<file path="config.mk">
export PLATFORM = sky130hd
export DESIGN_NAME = hazard_ctrl
export DESIGN_NICKNAME = d
export VERILOG_FILES = /design/src/rtl/hazard_ctrl.sv
export SDC_FILE = /design/constraint.sdc
export NUM_CORES = 1
export LEC_CHECK = 0
export ABC_AREA = 1
export BUFFER_PORTS_ARGS = -buffer_cell sky130_fd_sc_hd__buf_2
export CORE_UTILIZATION = 50
export DETAILED_ROUTE_END_ITERATION = 8
export PLACE_DENSITY = 0.78
export SYNTH_ARGS = -nofsm -noshare
export SYNTH_HDL_FRONTEND = slang
export SYNTH_SLANG_ARGS = --single-unit
</file>
<file path="constraint.sdc">
create_clock -name CLK -period 2.3 [get_ports CLK]
set_input_delay 0.23 -clock CLK [delete_from_list [all_inputs] [get_ports CLK]]
set_output_delay 0.23 -clock CLK [all_outputs]
set_load 0.05 [all_outputs]
</file>
<file path="src/rtl/hazard_ctrl.sv">
// Hazard, stall and forwarding controller: stall FSM for load-use bubbles, data-cache waits
// and halt, EX operand forwarding selects, and stall/flush performance counters.
module hazard_ctrl #(
   parameter int unsigned REGW     = 5,
   parameter int unsigned NFWD     = 2,
   parameter int unsigned LOAD_LAT = 1,
   parameter int unsigned CNTW     = 32,
   parameter int unsigned FSELW    = $clog2(NFWD + 1)
) (
   input  logic                   CLK,
   input  logic                   RST,
   input  logic                   ihit,
   input  logic                   dhit,
   input  logic                   mem_req,
   input  logic                   br_taken,
   input  logic                   halt,
   input  logic [REGW-1:0]        id_rs,
   input  logic [REGW-1:0]        id_rt,
   input  logic [REGW-1:0]        idex_dst,
   input  logic                   idex_wen,
   input  logic                   idex_ld,
   input  logic [REGW-1:0]        ex_rs,
   input  logic [REGW-1:0]        ex_rt,
   input  logic [NFWD*REGW-1:0]   dst_vec,
   input  logic [NFWD-1:0]        wen_vec,
   output logic                   pc_stall,
   output logic [3:0]             stall,
   output logic [3:0]             flush,
   output logic [FSELW-1:0]       fwd_a,
   output logic [FSELW-1:0]       fwd_b,
   output logic [CNTW-1:0]        stall_cnt,
   output logic [CNTW-1:0]        flush_cnt
);

   // Counter only ever holds LOAD_LAT-1 down to 1.
   localparam int unsigned LCW = (LOAD_LAT > 1) ? $clog2(LOAD_LAT) : 1;

   typedef enum logic [1:0] {StRun, StLdStall, StDWait, StHalted} state_e;

   state_e           state_q, state_d;
   logic [LCW-1:0]   lat_q, lat_d;
   logic             ret_ld_q, ret_ld_d;
   logic [CNTW-1:0]  stall_cnt_q, flush_cnt_q;
   logic             luh, dmiss;

   assign luh   = idex_ld & idex_wen & (idex_dst != '0) &
                  ((idex_dst == id_rs) | (idex_dst == id_rt));
   assign dmiss = mem_req & ~dhit;

   always_comb begin
      state_d  = state_q;
      lat_d    = lat_q;
      ret_ld_d = ret_ld_q;
      pc_stall = 1'b0;
      stall    = 4'b0000;
      flush    = 4'b0000;
      if (RST) begin
         pc_stall = 1'b1;
         flush    = 4'b1111;
      end else begin
         unique case (state_q)
            StRun: begin
               if (halt) begin
                  pc_stall = 1'b1;
                  stall    = 4'b1111;
                  state_d  = StHalted;
               end else if (dmiss) begin
                  pc_stall = 1'b1;
                  stall    = 4'b1111;
                  ret_ld_d = 1'b0;
                  state_d  = StDWait;
               end else if (br_taken) begin
                  flush = 4'b0011;
               end else if (luh) begin
                  pc_stall = 1'b1;
                  stall    = 4'b0001;
                  flush    = 4'b0010;
                  lat_d    = LCW'(LOAD_LAT - 1);
                  if (LOAD_LAT > 1) state_d = StLdStall;
               end else if (!ihit) begin
                  pc_stall = 1'b1;
                  flush    = 4'b0001;
               end
            end
            StLdStall: begin
               if (dmiss) begin
                  // Freeze the bubble; the counter resumes after the cache wait.
                  pc_stall = 1'b1;
                  stall    = 4'b1111;
                  ret_ld_d = 1'b1;
                  state_d  = StDWait;
               end else if (br_taken) begin
                  flush   = 4'b0011;
                  state_d = StRun;
               end else begin
                  pc_stall = 1'b1;
                  stall    = 4'b0001;
                  flush    = 4'b0010;
                  lat_d    = lat_q - LCW'(1);
                  if (lat_q == LCW'(1)) state_d = StRun;
               end
            end
            StDWait: begin
               if (dhit) begin
                  state_d = ret_ld_q ? StLdStall : StRun;
               end else begin
                  pc_stall = 1'b1;
                  stall    = 4'b1111;
               end
            end
            StHalted: begin
               pc_stall = 1'b1;
               stall    = 4'b1111;
            end
            default: state_d = StRun;
         endcase
      end
   end

   // Descending scan so the lowest-numbered matching producer wins.
   always_comb begin
      fwd_a = '0;
      fwd_b = '0;
      for (int k = NFWD - 1; k >= 0; k--) begin
         if (wen_vec[k] && (dst_vec[k*REGW +: REGW] != '0)) begin
            if (dst_vec[k*REGW +: REGW] == ex_rs) fwd_a = FSELW'(k + 1);
            if (dst_vec[k*REGW +: REGW] == ex_rt) fwd_b = FSELW'(k + 1);
         end
      end
   end

   always_ff @(posedge CLK) begin
      if (RST) begin
         state_q     <= StRun;
         lat_q       <= '0;
         ret_ld_q    <= 1'b0;
         stall_cnt_q <= '0;
         flush_cnt_q <= '0;
      end else begin
         state_q  <= state_d;
         lat_q    <= lat_d;
         ret_ld_q <= ret_ld_d;
         if (pc_stall && (state_q != StHalted)) stall_cnt_q <= stall_cnt_q + CNTW'(1);
         if (flush[1]) flush_cnt_q <= flush_cnt_q + CNTW'(1);
      end
   end

   assign stall_cnt = stall_cnt_q;
   assign flush_cnt = flush_cnt_q;

endmodule

</file>
Yosys cells after proc, flatten, opt, wreduce, memory -nomap -nowiden
Index checks and enable logic that the tools add are counted.
{ "totals": {"out_inout_bits": 77, "wordCells": 102, "ff_bits": 68, "in_bits": 46} }
{ "classes": {"add_sub_neg": 3, "bitwise_logic": 6, "mux": 55, "n_eq_ne": 21, "reduce_logical": 12} }
{ "op_table": {"columns": ["cell", "count"], "rows": [
  ["adder 32 x 1 -> 32 bit (second input constant)", 2],
  ["2-to-1 mux 2 bit", 19],
  ["== test 5 bit", 6],
  ["2-to-1 mux 1 bit", 24],
  ["2-to-1 mux 4 bit", 6],
  ["inequality test 2 bit (second input constant)", 10],
  ["one-hot mux 4 bit (4 select lines)", 1],
  ["nonzero test 5 bit", 3],
  ["AND reduction 4 bit", 2],
  ["AND reduction 7 bit", 1],
  ["one-hot mux 2 bit (3 select lines)", 1],
  ["AND 1 bit", 4],
  ["== test 2 bit (second input constant)", 2],
  ["inequality test 4 bit (second input constant)", 1],
  ["one-hot mux 1 bit (2 select lines)", 2],
  ["one-hot mux 1 bit (4 select lines)", 1],
  ["one-hot mux 2 bit (2 select lines)", 1],
  ["logical AND 1 bit", 3],
  ["inequality test 3 bit (second input constant)", 1],
  ["nonzero test 3 bit", 1],
  ["== test 2 x 1 -> 1 bit (second input constant)", 1],
  ["zero test 2 bit", 1],
  ["nonzero test 2 bit", 1],
  ["NOT 1 bit", 1],
  ["other kinds (2)", 2]
]} }

Logic depth before layout (Yosys ltp)
Gate-level depths: netlist of the first run.
{ "logic_depth": {"depth_word": 10, "depth_mapped": 15} }

Worst setup path after synthesis of the first run
OpenSTA, ideal clock, no wires.
{ "synth_timing": {"path_kind": "input -> output", "start": "in ex_rs[4]", "end": "out fwd_a[1]", "path_buffers": 0, "slack_ns": -0.615, "path_stages": 4, "arrival_ns": 2.685, "cell_sequence": "xnor2_1 nand3_1 nor4_1 nor2_1"} }
{ "synth_between": {"elab_chain_cells": 5, "elab_cells_between_ends": 6} }
{ "synth_rtl": {"columns": ["element", "line_no", "text"], "rows": [
  ["start, declared", "22", "input logic [REGW-1:0] ex_rs,"],
  ["== test 5 bit", "126", "if (dst_vec[k*REGW +: REGW] == ex_rs) fwd_a = FSELW'(k + 1);"],
  ["2-to-1 mux 2 bit", "126", null],
  ["2-to-1 mux 2 bit", "125", "if (wen_vec[k] && (dst_vec[k*REGW +: REGW] != '0)) begin"],
  ["2-to-1 mux 2 bit", "126", null],
  ["2-to-1 mux 2 bit (*)", "125", null],
  ["end, declared", "29", "output logic [FSELW-1:0] fwd_a,"]
]} }
Every way passes the cells marked *; elsewhere a longest branch is shown, timed or not.

Worst setup path in the final report of the first run
{ "layout_timing": {"start": "reg state_q[0]", "end": "out pc_stall"} }
{ "layout_between": {"elab_chain_cells": 3, "elab_cells_between_ends": 6} }
{ "layout_rtl": {"columns": ["element", "line_no", "text"], "rows": [
  ["start, declared", "40", "state_e state_q, state_d;"],
  ["start signal, assigned", "134", "state_q <= StRun;"],
  ["start signal, assigned", "140", "state_q <= state_d;"],
  ["== test 2 bit, or another cell as far along", "61", "unique case (state_q)"],
  ["one-hot mux 1 bit (4 select lines) (*)", "61", null],
  ["2-to-1 mux 1 bit (*)", "57", "if (RST) begin"],
  ["end, declared", "26", "output logic pc_stall,"]
]} }
Marks and branches as above.

==> results.cfg, run 1 <==
[synthesis]
synthSimpleGateAreaFrac = 0.394
synth_most_common_cell = nand2_1
synthTopCellsByCount = 201 x nand2_1, 71 x nor2_1, 68 x dfxtp_1, 65 x a21oi_1, 61 x nand3_1
yosysTopAreaCell = dfxtp_1
synthXorXnorAreaFrac = 0.119
synth-edff-count = 0
synth_compound_area_frac = 0.0918
ys_dominant_reg_cell = dfxtp_1
yosysSeqAreaShare = 0.290
synth_area_sq_mm = 0.00470
synth-seq-cells = 68
yosysWarnings = 0
synth_top_family_by_area = simple AND/OR/NAND/NOR gates
synthMuxAreaShare = 0
synth_nets = 785
avgSynthCellArea_sq_um = 6.41
ys_top_cells_by_area = dfxtp_1 29%, nand2_1 16%, xor2_1 7.5%, a21oi_1 6.9%, nand3_1 6.5%
synthArstFlopShare = 0
synthAdderAreaFrac = 0.0160
synth_top_area_frac = 0.290
synth_cell_type_count = 34
synthCells = 733

[power]
finalPower_mw = 3.52
p_leak_nw = 2.44
power_density_mw_per_mm2 = 628
ir_drop_mv = 0.362

[floorplanning]
dieWidth_um = 99.0
dieArea_sq_mm = 0.00980
num_rows = 35
io_pins = 123
die_y_um = 99.0
core_sq_mm = 0.00915
start_util = 0.514

[grt]
antenna_found_initial = 0
grt_use_total = 0.277
globalRoute.totalOverflow = 0
grt_max_degree = 34
grt_pass1_wl_um = 22300
grt_pass1_vias = 4968

[timing]
setup_viol = 0
fin_crit_ns = 2.16
slew_violations = 0
setup_tns_ns = 0
slew_headroom = 0.694
max_freq_ghz = 0.464
fin_worst_skew_ns = 0.0137
rsz0062_at_grt = true
hold_violations = 0
tightest_slew_ns = 0.456
final.period_utilization = 0.937

[finish]
nets = 900
area_delta_synth_final_pct = 19.2
drive_gt1_frac = 0.204
final_cells = 964
num_antenna_cells = 0

[worst_hold_path]
holdPathStages = 2
worstHoldStart = RST
hp-class = in2reg
hold_end = lat_q$_SDFFE_PP0P_

[clocking]
ctsLongestPathBuffers = 2
h-tree-depth = 3
post_cts_buffers = 0
clk_pin_slew_ns = 0.08
clkSinkCount = 68
cts_tree = yes
numCtsBuffers = 9
root_buffer = clkbuf_8
ctsHoldBuffers = 0
clkLatencyLatePin_ns = 0.35

[route]
viasPerCell = 5.40
wire_per_inst_um = 13.6
drc = 0
vias = 5208
antenna_left = 0
dr.first_iter.drc_count = 247
wl_um = 13100
drtPass1Iterations = 5

[setup_path]
end_kind = output port
crit_top_cell = inv_1
rr_endpoint = stall_cnt[14]$_SDFFE_PP0P_
reg2reg_depth = 12
critPathArrivalTime_ns = 1.93
path_class = reg2out
cp.required_ns = 2.07
cp_slowest_cell = dfxtp_1
crit_path_max_fanout = 5
r2r-start = state_q[0]$_SDFFE_PP0P_
worstSetupStartpointType = flop
r2r_slack_ns = 0.33
cp_cell_sequence = inv_1 > ha_1 > inv_1 > nand3_1 > nor2_2 > o21ai_0 > nand2_1 > nand2_2 > buf_6
slowest_delay_ns = 0.37

[place]
gp_congestion = 0.920
dp_hpwl_um = 10100
portBuffers = 122
dp.cells = 948

[outcome]
status = finished clean

[job]
max-cap-violations = 0
==> worst max path at each step <==
stage                                 start                         to  slack (ns)
floorplan                          ex_rs[4]                   fwd_a[1]        0.13
global placement    state_q[0]$_SDFFE_PP0P_  flush_cnt[9]$_SDFFE_PP0P_        0.34
detailed placement  state_q[0]$_SDFFE_PP0P_  flush_cnt[9]$_SDFFE_PP0P_        0.26
CTS                 state_q[0]$_SDFFE_PP0P_                   flush[1]        0.05
global route        state_q[0]$_SDFFE_PP0P_                   flush[1]       -0.02
finish              state_q[0]$_SDFFE_PP0P_                   pc_stall        0.14
==> cell type report <==
cell class | count | area, sq um
clock inverter | 6 | 65.1
inverter | 66 | 248
fill | 871 | 3550
timing repair buffer | 133 | 714
sequential | 68 | 1360
tap | 111 | 139
multi-input combinational | 570 | 2950
clock buffer | 10 | 128
==> worst max-delay path, delay by kind of cell, from the launching register on <==
family          cells  cell delay, ns
compound gates      1            0.12
fa+ha+maj           1            0.25
buf+inv             3            0.41
flops               1            0.37
simple gates        4            0.42
==> power breakdown <==
part | internal [mW] | switching (mW)
registers | 1.23 | 0.0540
clock network | 0.501 | 0.479
logic | 0.357 | 0.897
==> per-stage QoR <==
| step | setup WS (ns) | hold slack (ns) | area [sq um] | utilization |
|---|---|---|---|---|
| 2_1_floorplan | 0.135 | 0.485 | 4720 | - |
| 3_3_place_gp | 0.345 | 0.478 | 5390 | 0.589 |
| 3_5_place_dp | 0.255 | 0.492 | 5390 | 0.589 |
| 4_1_cts | 0.0543 | 0.233 | 5590 | 0.611 |
| 5_1_grt | -0.0190 | 0.275 | 5610 | 0.612 |
| 6_report | 0.144 | 0.250 | 5610 | 0.612 |
==> cell families after synthesis <==
logic type	Yosys count
AOI/OAI and AO/OA	84
xor gates and xnor gates	64
adders and majority gates	6
buffers and inverters	95
DFF	68
and+or+nand+nor	416
==> state kept, by name (all words and copies together) (netlist names) <==
signal     flops
state_q        2
lat_q          1
ret_ld_q       1
flush_cnt     32
stall_cnt     32
==> routing by layer <==
layer / vias up / GRT usage / part of all wire
li1: 2626 / - / -
met1: 2389 / 0.332 / 0.43
met2: 162 / 0.490 / 0.50
met3: 31 / 0.0525 / 0.049
met4: 0 / 0.108 / 0.022
met5: - / 0 / 0
==> cell usage in the layout (no fill, tap or decap), drive strengths merged, types with 2 or more instances in the layout <==
master  instances
clkbuf         10
nand4          13
nor3           39
or4             2
clkinv          5
a31oi           2
dfxtp          68
xnor2          24
ha              6
inv            65
xor2           40
buf           133
o21ai          14
nor2           74
nand3b          5
nor4           16
nand3          62
nand2         204
a21oi          65
==> timing repair <==
item	CTS	global route
gates resized for setup	2	5
gates cloned	0	0
setup endpoints to repair	1	3
(Power assumes the default switching activity.)
==> run 2, diff against run 1 <==
--- a/config.mk
+++ b/config.mk
@@ -10,6 +10,7 @@
 export CORE_UTILIZATION = 50
 export DETAILED_ROUTE_END_ITERATION = 8
 export PLACE_DENSITY = 0.78
+export REMOVE_ABC_BUFFERS = 1
 export SYNTH_ARGS = -nofsm -noshare
 export SYNTH_HDL_FRONTEND = slang
 export SYNTH_SLANG_ARGS = --single-unit
==> run 2 against run 1 <==
Net effect: clock skew fell by 0.0059 ns; register-to-register slack lost 0.02 ns; design area down 0.56%; cell count grew 0.10%; critical path depth fell by 2; total power shrank 2.9%; global-route usage decreased by 0.52 points; flip-flop and latch count unchanged; routed wire length decreased by 0.67%; maximum frequency is 0.32% higher; largest cell class unchanged; largest power group unchanged; highest routed layer unchanged.
==> results.cfg, run 2 (synthesis results as in run 1) <==
[power]
ir_drop_mv = 0.421
p_sw_mw = 1.39
pwr-share-seq = 0.378
power_density_mw_per_mm2 = 613
p_int_mw = 2.03
netSwitchingFraction = 0.407
p_leak_nw = 2.44
combinationalPowerShare = 0.363
finalPower_mw = 3.42
power_frac_clock = 0.259

[timing]
setup_viol = 0
final.period_utilization = 0.934
fin_crit_ns = 2.15
slew_violations = 0
setup_slack_ns = 0.151
rsz0062_at_grt = false
max_freq_ghz = 0.465
hold_violations = 0
tightest_slew_ns = 0.461
slew_headroom = 0.690
fin_worst_skew_ns = 0.00783

[setup_path]
crit_family = simple AND/OR/NAND/NOR gates
end_kind = output port
cp_slowest_cell = dfxtp_2
cp.required_ns = 2.07
cp_cell_sequence = inv_1 > ha_1 > inv_2 > nor2_1 > nor2_1 > nor3_1 > buf_2
cp_num_buf_inv = 3
crit_path_max_fanout = 6
crit_top_cell = nor2_1
critPathArrivalTime_ns = 1.92
worstSetupStartpointType = flop
path_class = reg2out
slowest_delay_ns = 0.33

[clocking]
ctsLongestPathBuffers = 2
post_cts_buffers = 0
clkSinkCount = 68
h-tree-depth = 3
cts_tree = yes
ctsHoldBuffers = 0
root_buffer = clkbuf_8
numCtsBuffers = 9
clkLatencyLatePin_ns = 0.34
clk_pin_slew_ns = 0.07

[route]
wire_per_inst_um = 13.4
drc = 0
antenna_left = 0
dr.first_iter.drc_count = 228
wl_um = 13000
vias = 5179
viasPerCell = 5.37
drtPass1Iterations = 5

[grt]
grt_use_total = 0.272
grt_pass1_wl_um = 21800
globalRoute.totalOverflow = 0
grt_pass1_vias = 4940
antenna_found_initial = 0
grt_max_degree = 36

[floorplanning]
core_sq_mm = 0.00915
dieArea_sq_mm = 0.00980
num_rows = 35
dieWidth_um = 99.0
start_util = 0.514
io_pins = 123
die_y_um = 99.0

[finish]
nets = 902
utilization = 0.609
drive_gt1_frac = 0.204
num_antenna_cells = 0
area_delta_synth_final_pct = 18.5
final_cell_mix = 201 x nand2_1, 120 x buf_2, 71 x nor2_1, 67 x dfxtp_1, 65 x a21oi_1
mostFrequentLayoutCell = nand2_1

[worst_hold_path]
hp-class = in2reg

[place]
portBuffers = 122
dp_hpwl_um = 9970
gp_congestion = 0.985
pre_cts_slack_ns = 0.254

[job]
max-cap-violations = 0

[outcome]
status = finished clean
run 2: cell count changes in the layout (fill, tap and decap cells not counted), moves of 2 or more:
cell      previous run  this run
buf_4               11        14
clkbuf_8             9        11
clkinv_4             2         0
inv_1               55        53
inv_2               10        12
nor3_1              35        37
nor3_2               2         0
run 2: cell type report:
type | count | area, sq um
fill | 886 | 3580
multi-input combinational | 570 | 2940
sequential | 68 | 1360
timing repair buffer | 135 | 717
inverter | 66 | 248
clock buffer | 13 | 159
tap | 111 | 139
clock inverter | 2 | 10.0
run 2: path summary, 6_finish.rpt:
path / cells past startpoint / start / slack [ns] / endpoint
max: 7 / state_q[1]$_SDFFE_PP0P_ / 0.15 / stall[2]
min: 2 / RST / 0.19 / ret_ld_q$_SDFFE_PP0P_
max reg2reg: 12 / state_q[0]$_SDFFE_PP0P_ / 0.31 / stall_cnt[7]$_SDFFE_PP0P_
min reg2reg: 2 / flush_cnt[31]$_SDFFE_PP0P_ / 0.50 / flush_cnt[31]$_SDFFE_PP0P_
run 2: repair_timing:
action / 4_1_cts / 5_1_grt
resized for setup: 2 / 9
pin swaps: 0 / 1
endpoints found under the setup margin: 2 / 5
run 2: layer usage:
metal,vias up,global-route usage,share of wire
met5,-,0,0
met4,0,0.103,0.019
met3,25,0.0411,0.052
met2,164,0.501,0.51
met1,2348,0.316,0.42
li1,2642,-,-
run 2: worst reg2reg max path, cell delays in order (launching register included):
cell     delay (ns)
dfxtp_1        0.37
inv_1          0.09
ha_1           0.24
nand2_1        0.10
nand3_1        0.07
nor2_1         0.13
o21ai_0        0.13
nand2_1        0.14
nand2_4        0.12
nand2_2        0.10
buf_4          0.22
nand2_1        0.09
a21oi_1        0.14
run 2: per-stage QoR:
stage | TNS [ns] | cells | hold WS (ns) | cell area [sq um]
finish | 0 | 965 | 0.194 | 5570
CTS | 0 | 965 | 0.191 | 5550
global placement | 0 | 950 | 0.469 | 5380
detailed placement | 0 | 950 | 0.482 | 5380
global route | 0 | 965 | 0.207 | 5570
floorplan | -20.84 | 704 | 0.299 | 4530
run 2: power groups by stage:
| stage | clock network (mW) | registers, mW | logic [mW] |
|---|---|---|---|
| 6_report | 0.887 | 1.29 | 1.24 |
| 5_1_grt | 0.947 | 1.30 | 1.35 |
| 4_1_cts | 0.898 | 1.29 | 1.21 |
| 3_5_place_dp | 0 | 1.32 | 1.20 |
| 3_3_place_gp | 0 | 1.31 | 1.17 |
| 2_1_floorplan | 0 | 1.44 | 0.678 |
==> run 3, diff against run 2 <==
--- a/config.mk
+++ b/config.mk
@@ -6,11 +6,13 @@
 export NUM_CORES = 1
 export LEC_CHECK = 0
 export ABC_AREA = 1
-export BUFFER_PORTS_ARGS = -buffer_cell sky130_fd_sc_hd__buf_2
+export BUFFER_PORTS_ARGS = -buffer_cell sky130_fd_sc_hd__buf_4
+export CORE_ASPECT_RATIO = 0.5
 export CORE_UTILIZATION = 50
 export DETAILED_ROUTE_END_ITERATION = 8
 export PLACE_DENSITY = 0.78
 export REMOVE_ABC_BUFFERS = 1
+export SKIP_CTS_REPAIR_TIMING = 1
 export SYNTH_ARGS = -nofsm -noshare
 export SYNTH_HDL_FRONTEND = slang
 export SYNTH_SLANG_ARGS = --single-unit
==> run 3 against run 2 <==
Net effect: the flow now finishes with violations (DRC); via count rose by 0.50%; first-iteration DRC count up 59%; cell count unchanged; worst setup slack worse by 0.015 ns; sequential power barely moved; largest power group is now the clock network.
==> results.cfg, run 3 (synthesis results as in run 1) <==
[route]
drc = 9
wl_um = 13100
antenna_left = 0
drtPass1Iterations = 9
vias = 5205
dr.first_iter.drc_count = 362
viasPerCell = 5.39
wire_per_inst_um = 13.6

[setup_path]
cp_cell_sequence = inv_1 > ha_1 > inv_1 > nand3_1 > nor2_1 > o21ai_0 > nand2_1 > nand2_2 > buf_4
crit_top_cell = inv_1
critPathArrivalTime_ns = 1.93
cp.required_ns = 2.07
end_kind = output port
crit_path_max_fanout = 5
reg2reg_depth = 12
cp_slowest_cell = dfxtp_1
path_class = reg2out
worstSetupStartpointType = flop
r2r_slack_ns = 0.27
slowest_delay_ns = 0.35

[power]
p_leak_nw = 2.51
power_density_mw_per_mm2 = 653
finalPower_mw = 3.90
ir_drop_mv = 0.368

[clocking]
root_buffer = clkbuf_16
ctsLongestPathBuffers = 2
cts_tree = yes
clkLatencyLatePin_ns = 0.33
h-tree-depth = 3
clkSinkCount = 68
numCtsBuffers = 9
clk_pin_slew_ns = 0.05

[job]
max-cap-violations = 0

[timing]
max_freq_ghz = 0.462
setup_viol = 0
tightest_slew_ns = 0.634
fin_worst_skew_ns = 0.00559
final.period_utilization = 0.941
fin_crit_ns = 2.16
holdWs_ns = 0.370
slew_headroom = 0.578
setup_slack_ns = 0.136
slew_violations = 0
hold_violations = 0

[place]
portBuffers = 122
dp_hpwl_um = 9720
pre_cts_slack_ns = 0.169
gp_congestion = 1.00

[grt]
antenna_found_initial = 0
grt_use_total = 0.265
grt_pass1_wl_um = 21300
grt_max_degree = 59
globalRoute.totalOverflow = 0
grt_pass1_vias = 4639

[worst_hold_path]
hp-class = in2reg
holdPathStages = 4

[floorplanning]
start_util = 0.527
die_y_um = 70.6
io_pins = 123
core_sq_mm = 0.00892
dieArea_sq_mm = 0.00982
num_rows = 24
dieWidth_um = 139

[finish]
utilization = 0.669
nets = 898
final_cell_mix = 201 x nand2_1, 130 x buf_4, 71 x nor2_1, 68 x dfxtp_1, 65 x a21oi_1
mostFrequentLayoutCell = nand2_1
drive_gt1_frac = 0.196
area_delta_synth_final_pct = 26.9
num_antenna_cells = 0

[outcome]
failed_checks = DRC
status = finished with violations
[run 3: cell count changes in the layout (fill, tap and decap cells not counted)]
| cell | delta |
|---|---|
| clkbuf_1 | -2 |
| inv_2 | -2 |
| ha_2 | -1 |
| buf_4 | +116 |
| dfxtp_2 | -1 |
| dfxtp_1 | +1 |
| clkbuf_16 | +9 |
| buf_12 | +1 |
| inv_1 | +2 |
| buf_6 | -1 |
| buf_2 | -120 |
| bufinv_16 | +1 |
| ha_1 | +1 |
| clkbuf_8 | -10 |
[run 3: layout make-up]
| cell class | instances | area, sq um |
|---|---|---|
| Clock buffer | 10 | 239 |
| Clock inverter | 3 | 40.0 |
| Fill cell | 828 | 2950 |
| Inverter | 66 | 248 |
| Multi-Input combinational cell | 570 | 2940 |
| Sequential cell | 68 | 1360 |
| Tap cell | 117 | 146 |
| Timing Repair Buffer | 131 | 996 |
[run 3: power breakdown]
part / internal [mW] / switching [mW]
combinational: 0.403 / 0.889
sequential: 1.24 / 0.0508
clock: 0.845 / 0.473
total: 2.48 / 1.41
[run 3: path summary, 6_finish.rpt]
check,start,to
hold / removal,mem_req,ret_ld_q$_SDFFE_PP0P_
setup / recovery,state_q[0]$_SDFFE_PP0P_,pc_stall
setup reg to reg,state_q[0]$_SDFFE_PP0P_,stall_cnt[23]$_SDFFE_PP0P_
hold reg to reg,flush_cnt[1]$_SDFFE_PP0P_,flush_cnt[1]$_SDFFE_PP0P_
[run 3: metal layers]
metal,vias to the layer above,track usage,share of wire,routed length [um]
met5,-,0,0,0
met4,0,0.0716,0.011,139
met3,17,0.0494,0.062,807
met2,197,0.470,0.47,6210
met1,2374,0.334,0.45,5940
li1,2617,-,-,-
[run 3: critical path, delay by kind of cell (launching register included)]
kind / cells / cell delay (ns)
adder cells (fa/ha/maj): 1 / 0.24
buffers and inverters: 3 / 0.45
AO/OA/AOI/OAI: 1 / 0.13
flip-flops: 1 / 0.35
AND/OR/NAND/NOR: 4 / 0.44
[run 3: through the flow]
| step | setup TNS (ns) | cells | area, sq um |
|---|---|---|---|
| floorplan | -20.84 | 704 | 4530 |
| global placement | 0 | 952 | 5670 |
| detailed placement | 0 | 952 | 5670 |
| CTS | 0 | 965 | 5950 |
| global route | -0.000421 | 965 | 5970 |
| finish | 0 | 965 | 5970 |
